### src/rtl/hyperram_xfer_seq.sv
// Burst sequencer in front of the HyperRAM channel controllers: takes one request,
// strobes the chosen channel, then streams write beats or gathers read beats.
module hyperram_xfer_seq #(
    parameter int NUM_CH      = 4,
    parameter int DATA_W      = 32,
    parameter int TIMEOUT_CYC = 4096
) (
    input  logic                     clk,
    input  logic                     rst,
    input  logic                     req_valid,
    output logic                     req_ready,
    input  logic                     req_write,
    input  logic [1:0]               req_chip,
    input  logic [31:0]              req_addr,
    input  logic [31:0]              req_num_words,
    input  logic [2:0]               req_latency,
    input  logic [DATA_W-1:0]        wr_data,
    input  logic                     wr_valid,
    output logic                     wr_ready,
    output logic [DATA_W-1:0]        rd_data,
    output logic                     rd_valid,
    output logic [1:0]               rd_chip,
    input  logic [NUM_CH-1:0]        ch_ready,
    input  logic [NUM_CH*DATA_W-1:0] ch_rd_data,
    input  logic [NUM_CH-1:0]        ch_rd_valid,
    output logic [NUM_CH-1:0]        ctrl_cs,
    output logic [1:0]               ctrl_mode,
    output logic [31:0]              ctrl_addr,
    output logic [31:0]              ctrl_num_words,
    output logic [2:0]               ctrl_latency,
    output logic [DATA_W-1:0]        ctrl_wr_data,
    output logic [NUM_CH-1:0]        ctrl_wr_data_valid,
    output logic                     busy,
    output logic                     done,
    output logic                     err_timeout
);

    localparam int WD_W = $clog2(TIMEOUT_CYC + 1);

    localparam logic [2:0] S_IDLE  = 3'd0;
    localparam logic [2:0] S_ISSUE = 3'd1;
    localparam logic [2:0] S_WRITE = 3'd2;
    localparam logic [2:0] S_READ  = 3'd3;
    localparam logic [2:0] S_DONE  = 3'd4;

    logic [2:0]        r_state;
    logic [1:0]        r_chip;
    logic              r_write;
    logic [31:0]       r_addr;
    logic [31:0]       r_num_words;
    logic [2:0]        r_latency;
    logic [1:0]        r_mode;
    logic [31:0]       r_count;
    logic [WD_W-1:0]   r_wdog;
    logic [DATA_W-1:0] r_wr_data;
    logic [NUM_CH-1:0] r_wr_data_valid;
    logic [DATA_W-1:0] r_rd_data;
    logic              r_rd_valid;
    logic [1:0]        r_rd_chip;
    logic              r_err_timeout;

    logic              w_req_ready;
    logic              w_accept;
    logic [NUM_CH-1:0] w_chip_oh;
    logic              w_count_done;
    logic              w_wr_ready;
    logic              w_wr_beat;
    logic [DATA_W-1:0] w_sel_rd_data;
    logic              w_rd_hit;
    logic              w_wd_expire;

    // Handshakes: a transfer happens on any edge where valid and ready are both
    // high; ready never depends on the matching valid.
    assign w_req_ready   = (r_state == S_IDLE) && ch_ready[req_chip];
    assign w_accept      = req_valid && w_req_ready;
    assign w_chip_oh     = NUM_CH'(1) << r_chip;
    assign w_count_done  = (r_count == r_num_words);
    assign w_wr_ready    = (r_state == S_WRITE) && (r_count < r_num_words);
    assign w_wr_beat     = wr_valid && w_wr_ready;
    assign w_sel_rd_data = ch_rd_data[r_chip*DATA_W +: DATA_W];
    assign w_rd_hit      = (r_state == S_READ) && ch_rd_valid[r_chip] && !w_count_done;
    assign w_wd_expire   = (r_wdog == WD_W'(TIMEOUT_CYC - 1));

    always_ff @(posedge clk) begin
        if (rst) begin
            r_state         <= S_IDLE;
            r_chip          <= '0;
            r_write         <= 1'b0;
            r_addr          <= '0;
            r_num_words     <= '0;
            r_latency       <= '0;
            r_mode          <= '0;
            r_count         <= '0;
            r_wdog          <= '0;
            r_wr_data       <= '0;
            r_wr_data_valid <= '0;
            r_rd_data       <= '0;
            r_rd_valid      <= 1'b0;
            r_rd_chip       <= '0;
            r_err_timeout   <= 1'b0;
        end else begin
            r_wr_data_valid <= w_wr_beat ? w_chip_oh : '0;
            if (w_wr_beat) begin
                r_wr_data <= wr_data;
            end
            r_rd_valid <= w_rd_hit;
            if (w_rd_hit) begin
                r_rd_data <= w_sel_rd_data;
                r_rd_chip <= r_chip;
            end

            case (r_state)
                S_IDLE: begin
                    if (w_accept) begin
                        r_chip        <= req_chip;
                        r_write       <= req_write;
                        r_addr        <= req_addr;
                        r_num_words   <= req_num_words;
                        r_latency     <= req_latency;
                        r_mode        <= {1'b0, ~req_write};
                        r_count       <= '0;
                        r_err_timeout <= 1'b0;
                        r_state       <= (req_num_words == 32'd0) ? S_DONE : S_ISSUE;
                    end
                end
                S_ISSUE: begin
                    r_count <= '0;
                    r_wdog  <= '0;
                    r_state <= r_write ? S_WRITE : S_READ;
                end
                S_WRITE: begin
                    if (w_count_done) begin
                        r_state <= S_DONE;
                    end else if (w_wr_beat) begin
                        r_count <= r_count + 32'd1;
                    end
                end
                S_READ: begin
                    // Completion wins over the watchdog; the watchdog only
                    // runs while beats are still owed.
                    if (w_count_done) begin
                        r_state <= S_DONE;
                    end else if (w_rd_hit) begin
                        r_count <= r_count + 32'd1;
                        r_wdog  <= '0;
                    end else if (w_wd_expire) begin
                        r_err_timeout <= 1'b1;
                        r_state       <= S_IDLE;
                    end else begin
                        r_wdog <= r_wdog + WD_W'(1);
                    end
                end
                S_DONE: begin
                    r_state <= S_IDLE;
                end
                default: begin
                    r_state <= S_IDLE;
                end
            endcase
        end
    end

    // Strobes are masked by rst so they drop in the reset cycle itself.
    assign ctrl_cs            = ((r_state == S_ISSUE) && !rst) ? w_chip_oh : '0;
    assign ctrl_wr_data_valid = rst ? '0 : r_wr_data_valid;
    assign req_ready          = w_req_ready;
    assign wr_ready           = w_wr_ready;
    assign ctrl_mode          = r_mode;
    assign ctrl_addr          = r_addr;
    assign ctrl_num_words     = r_num_words;
    assign ctrl_latency       = r_latency;
    assign ctrl_wr_data       = r_wr_data;
    assign rd_data            = r_rd_data;
    assign rd_valid           = r_rd_valid;
    assign rd_chip            = r_rd_chip;
    assign busy               = (r_state != S_IDLE);
    assign done               = (r_state == S_DONE);
    assign err_timeout        = r_err_timeout;

endmodule

### config.mk
export PLATFORM = sky130hd
export DESIGN_NAME = hyperram_xfer_seq
export DESIGN_NICKNAME = d
export VERILOG_FILES = /design/src/rtl/hyperram_xfer_seq.sv
export SDC_FILE = /design/constraint.sdc
export NUM_CORES = 1
export LEC_CHECK = 0
export ABC_AREA = 0
export CORE_MARGIN = 2
export CORE_UTILIZATION = 43
export CTS_CLUSTER_DIAMETER = 60
export DETAILED_ROUTE_END_ITERATION = 10
export PLACE_DENSITY = 0.91
export SLEW_MARGIN = 40
export SYNTH_ARGS = -nofsm -noshare
export SYNTH_HDL_FRONTEND = slang
export SYNTH_SLANG_ARGS = --single-unit
### constraint.sdc
create_clock -name clk -period 3 [get_ports clk]
set_input_delay 0.3 -clock clk [delete_from_list [all_inputs] [get_ports clk]]
set_output_delay 0.3 -clock clk [all_outputs]
set_load 0.005 [all_outputs]
==> results of run 1 <==
## logic make-up (layout without fill, tap and decap cells)
group	after synthesis	in the layout
muxes	66	66
adders and majority gates	34	34
buffers and inverters	113	503
xor gates and xnor gates	5	5
and+or+nand+nor	422	422
other	1	7
DFF	191	191
AOI/OAI and AO/OA	240	240
## power by group through the flow
stage / Combinational [W] / Clock, W / Sequential, W
after floorplan: 0.000662 / 0 / 0.00276
after global placement: 0.00145 / 0 / 0.00277
after detailed placement: 0.00149 / 0 / 0.00277
after global routing: 0.00163 / 0.00244 / 0.00273
final: 0.00153 / 0.00231 / 0.00272
after CTS: 0.00149 / 0.00233 / 0.00272
## final cells by class
cell class / count / area (um^2) / area share (%)
diodes: 6 / 15.0 / 0.106
flip-flops and latches: 191 / 3830 / 27.0
clock buffers: 18 / 429 / 3.03
inverters: 46 / 173 / 1.22
repair buffers: 425 / 4220 / 29.8
multi-input cells: 768 / 4990 / 35.2
clock inverters: 14 / 168 / 1.18
well taps: 275 / 344 / 2.43
## worst min-delay path by stage
stage / startpoint / to / slack [ps]
floorplan: r_wdog[12] / r_wdog[12] / 420
global placement: r_wdog[12] / r_wdog[12] / 440
detailed placement: r_wdog[12] / r_wdog[12] / 440
CTS: rst / ctrl_wr_data[22] / 190
global route: rst / ctrl_wr_data[15] / 200
finish: rst / ctrl_wr_data[22] / 200
## repair_timing
item	in CTS	in global routing
pin swaps	1	3
setup buffers	0	2
gates resized for setup	3	12
endpoints found under the setup margin	1	19
## through the flow
stage,hold WS (ps),cell area [um^2]
2_1_floorplan,423,9220
3_3_place_gp,436,13500
3_5_place_dp,442,13500
4_1_cts,194,14100
5_1_grt,203,14200
6_report,201,14200
## metal layers
metal	vias up	GRT usage, %	part of all wire [%]	wire length [um]
li1	4579	-	-	-
met1	4723	34.6	36	12700
met2	525	52.8	52	18200
met3	112	6.30	6.8	2400
met4	2	16.4	5.7	2020
met5	-	0	0.037	13
## worst max-delay path, stage by stage, from the launching register on
cell,delay (ps)
dfxtp_1,430
ha_1,290
a21oi_1,140
o21ai_0,120
a32o_2,300
o41ai_4,400
buf_4,210
a21oi_2,80
or3_4,340
buf_4,200
o31ai_1,280
## registers in the layout, indices dropped and copies added, names as in the netlist
| name | flops |
|---|---|
| ctrl_addr | 32 |
| ctrl_latency | 3 |
| ctrl_mode | 1 |
| ctrl_num_words | 32 |
| ctrl_wr_data | 32 |
| err_timeout | 1 |
| r_chip | 2 |
| r_count | 32 |
| r_state | 3 |
| r_wdog | 13 |
| r_wr_data_valid | 4 |
| r_write | 1 |
| rd_chip | 2 |
| rd_data | 32 |
| rd_valid | 1 |
## synth_stat cells (all sizes together), types with 2 or more instances
cell type	count	area share [%]
and4	8	0.76
or4b	2	0.22
a221oi	2	0.19
mux2i	32	3.5
o21ai	23	1.2
or2	2	0.14
mux4	34	8.3
nand4	18	1.2
nor4	14	1.0
nand2b	3	0.20
or3	2	0.14
a41oi	2	0.19
buf	19	1.2
inv	45	1.8
or4	4	0.33
nor3	7	0.38
xor2	5	0.47
a21o	5	0.41
and3	15	1.0
o32ai	2	0.19
clkbuf	48	2.0
a211oi	7	0.57
nand3	27	1.5
nand2	240	9.8
o41ai	5	0.68
o311ai	16	1.5
a21oi	134	7.4
a31oi	4	0.27
o211ai	10	0.81
and2	7	0.47
o31ai	20	1.8
dfxtp	191	41
nor2b	6	0.41
ha	34	4.6
nor2	65	2.6
==> impl_metrics.tcl, run 1 <==
set metrics [dict create \
    cts_buffer_depth 2 \
    cts_max_level 4 \
    cp-startpoint "r_count[7]" \
    grt_max_degree 67 \
    synth_compound_area_share_pct 16.3 \
    critPathCaptureType "flop" \
    die_h_um 150 \
    antenna_found_initial 5 \
    synth_mux_area_share_pct 11.8 \
    synth_nets 1348 \
    slew_viol_final 0 \
    synth_warnings 0 \
    vias 9941 \
    pwr_density_cell_nw_per_um2 463 \
    final_nets 1725 \
    crit_arrival_ps 3220 \
    outcome "finished clean" \
    numCtsBuffers 17 \
    grt-ovfl-total 0 \
    ir_drop_uv 358 \
    design.die.area_um2 22600 \
    total_power_w 0.00656 \
    finClkSkew_ps 16.4 \
    grt_pass1_wl_um 52800 \
    synth-async-reset-ratio_pct 0 \
    synth_cells 1072 \
    route.detailed.wl_per_inst_um 20.3 \
    intPower_w 0.00464 \
    firstDrtPassIters 5 \
    min_path_cells 2 \
    synth_top_family_by_area "simple AND/OR/NAND/NOR gates" \
    yosysSeqAreaShare_pct 41.5 \
    power.switching_w 0.00192 \
    final_common_cell "clkdlybuf4s50_1" \
    setup_tns_ps 0 \
    setup_slack_ps 109 \
    gp_congestion 0.970 \
    ys.flop_type "dfxtp_1" \
    timing.slew.headroom_pct 52.8 \
    ys_ff_latch 191 \
    area_growth_pct 53.7 \
    portBuffers 389 \
    final_cell_mix "387 x clkdlybuf4s50_1, 240 x nand2_1, 185 x dfxtp_1" \
    syn_area_um2 9220 \
    crit_required_ps 3330 \
    wl_um 35400 \
    maxCapViolCount 0 \
    rsz0062_at_grt "true" \
    path_clk_slew_ps 80 \
    grt_pass1_vias 9601 \
    syn_avg_cell_area_um2 8.60 \
    post-route-period-util_pct 96.4 \
    rows 53 \
    place_hpwl_um 27800 \
    dp_slack_ps 43.6 \
    worstMarginPinSlew_ps 709 \
    swShare_pct 29.3 \
    detail-route-antenna-nets 0 \
    clockPowerShare_pct 35.3 \
    dp.cells 1703 \
    final_layout_size_suffix_gt1_share_pct 8.82 \
    critPathCapture "r_count[16]" \
    initial_utilization_pct 43.9 \
    r2r_start "r_count[7]" \
    synthAdderAreaFrac_pct 4.61 \
    r2r_slack_ps 110 \
    critPathMaxFanout 13 \
    hold_path.class "input pin to flop" \
    reg2reg_depth 10 \
    worstSetupStartpointType "flop" \
    hold_viol 0 \
    finalNonFillerCells 1743 \
    period_needed_ps 2890 \
    timing.fmax_mhz 346 \
    setup_viol_count_final 0 \
    fillers 1531 \
    p_leak_nw 4.96 \
    cts_tree "yes" \
    core_area_um2 21000 \
    synth-xor-area-share_pct 0.475 \
    insertion_delay_ps 430 \
    synth-simple-area-share_pct 20.4 \
    drc 0 \
    worst-setup-path-type "flop to flop" \
    yosysUniqueCellTypes 57 \
    grt.total_usage_pct 30.3 \
    chipWidth_um 150 \
    cts.sinks 191 \
    ios 391 \
    fin_util_pct 67.4 \
    drt-initial-drc-count 812 \
    combinationalPowerShare_pct 23.3 \
    synth_edf_count 0 \
    vias_per_cell 5.70 \
    p_seq_share_pct 41.5 \
    holdBufCountCts 0 \
    rr_endpoint "r_count[16]" \
    clockRootBuffer "clkbuf_16" \
]
Power figures use the tool's default switching activity.
==> run 2, diff against run 1 <==
Settings changed: HOLD_SLACK_MARGIN set to 0.06.
==> results of run 2 <==
Final layout, timing and power as in run 1 (identical DEF).
==> run 3, diff against run 2 <==
Settings changed: CORE_UTILIZATION 43 to 39, CTS_CLUSTER_DIAMETER 60 to 50, PLACE_DENSITY 0.91 to 0.87.
Clock period 3 ns to 2.6 ns, I/O delays scaled along.
==> impl_metrics.tcl, run 3 (synthesis gave the netlist of run 1 again) <==
set metrics [dict create \
    firstDrtPassIters 8 \
    crit_arrival_ps 3240 \
    final_layout_size_suffix_gt1_share_pct 21.5 \
    pwr_density_cell_nw_per_um2 510 \
    final_cell_mix "387 x clkdlybuf4s50_1, 240 x nand2_1, 165 x dfxtp_1" \
    route.detailed.wl_per_inst_um 21.4 \
    grt_pass1_vias 10051 \
    setup_tns_ps -9290 \
    area_growth_pct 72.6 \
    detail-route-antenna-nets 0 \
    ios 391 \
    crit_family "compound AO/OA/AOI/OAI gates" \
    p_leak_nw 5.65 \
    grt_use_met3_pct 5.04 \
    rsz0062_at_grt "true" \
    antenna_found_initial 0 \
    multi_input_area_um2 5740 \
    n_antenna_cell 0 \
    hold_viol 0 \
    fillers 1649 \
    ir_drop_uv 457 \
    post-route-period-util_pct 114 \
    grt.total_usage_pct 28.8 \
    busiest_layer "met2" \
    finalNonFillerCells 1881 \
    violations "setup timing" \
    finClkSkew_ps 13.5 \
    slowest_delay_ps 530 \
    chipWidth_um 158 \
    place_hpwl_um 28600 \
    wl_um 40300 \
    grt-ovfl-total 0 \
    grtUsageMet1_pct 33.4 \
    slowest_stage "dfxtp_1" \
    post_dp_cell_area_um2 14200 \
    path_common_cell "buf_6" \
    setup_slack_ps -355 \
    grtUsageMet2_pct 51.2 \
    grt_max_degree 50 \
    final_nets 1826 \
    cts_tree "yes" \
    dp.cells 1821 \
    worstMarginPinSlew_ps 644 \
    critPathMaxFanout 5 \
    setup_viol_count_final 92 \
    insertion_delay_ps 430 \
    outcome "finished, violations left" \
    final_common_cell "clkdlybuf4s50_1" \
    worst-setup-path-type "flop to flop" \
    holdBufCountCts 0 \
    final_area_um2 15900 \
    hold_path.class "input pin to flop" \
    cts_max_level 4 \
    clockRootBuffer "clkbuf_16" \
    design.die.area_um2 24900 \
    vias 10567 \
    regArea_um2 3860 \
    drt-initial-drc-count 856 \
    numCtsBuffers 17 \
    timing.fmax_mhz 338 \
    crit_required_ps 2880 \
    gp_congestion 0.954 \
    maxCapViolCount 0 \
    timing.slew.headroom_pct 56.9 \
    cts_buffer_depth 2 \
    slew_viol_final 0 \
    critPathCaptureType "flop" \
    worstSetupStartpointType "flop" \
    core_area_um2 23300 \
    path_cells "ha_4 > and4_4 > a32o_2 > o41ai_4 > buf_4 > buf_6 > a211oi_4 > buf_6 > o211ai_1 > o31ai_4" \
    drc 0 \
    path_clk_slew_ps 80 \
    rows 56 \
    grt_pass1_wl_um 55000 \
    period_needed_ps 2960 \
    portBuffers 389 \
    initial_utilization_pct 39.5 \
    vias_per_cell 5.62 \
    die_h_um 158 \
    cts.sinks 191 \
    critPathBufInv 3 \
]
-- run 3: power breakdown --
part | switching, W | internal, W | leakage [nW]
clock | 0.00127 | 0.00145 | 0.292
sequential | 0.0000817 | 0.00305 | 1.56
combinational | 0.00107 | 0.00119 | 3.80
total | 0.00243 | 0.00570 | 5.65
-- run 3: repair_timing --
item | CTS | global route
setup buffers | 8 | 15
endpoints found under the setup margin | 76 | 117
gates cloned | 0 | 6
gates resized for setup | 49 | 122
pin swaps | 16 | 33
hold endpoints to repair | 0 | 0
-- run 3: per-layer routing --
layer  up-vias  wire (um)
met5         -          0
met4         0       2520
met3       168       2980
met2       627      20200
met1      5006      14600
li1       4766          -
-- run 3: stage by stage --
step / power [W] / setup slack [ps] / hold slack (ps) / util, %
2_1_floorplan: 0.00395 / 18.0 / 396 / -
3_3_place_gp: 0.00502 / -108 / 434 / 60.7
3_5_place_dp: 0.00506 / -179 / 443 / 60.7
4_1_cts: 0.00782 / -15.2 / 170 / 64.5
5_1_grt: 0.00839 / -399 / 171 / 68.2
6_report: 0.00812 / -355 / 181 / 68.2
-- run 3: layout make-up --
cell class                 count  area share, %
sequential                   191           24.2
clock inverter                14           1.07
inverter                      46           1.11
timing repair buffer         526           32.3
clock buffer                  17           2.67
multi-input combinational    768           36.1
tap                          319           2.51
-- run 3: worst paths after layout --
| path | slack [ps] | depth (start not counted) | start | end |
|---|---|---|---|---|
| worst max-delay path | -360 | 10 | r_count[13] | r_count[10] |
| worst min-delay path | 180 | 2 | rst | ctrl_wr_data[6] |
| worst max register to register | -360 | 10 | r_count[13] | r_count[10] |
| worst min register to register | 460 | 2 | ctrl_addr[13] | ctrl_addr[13] |
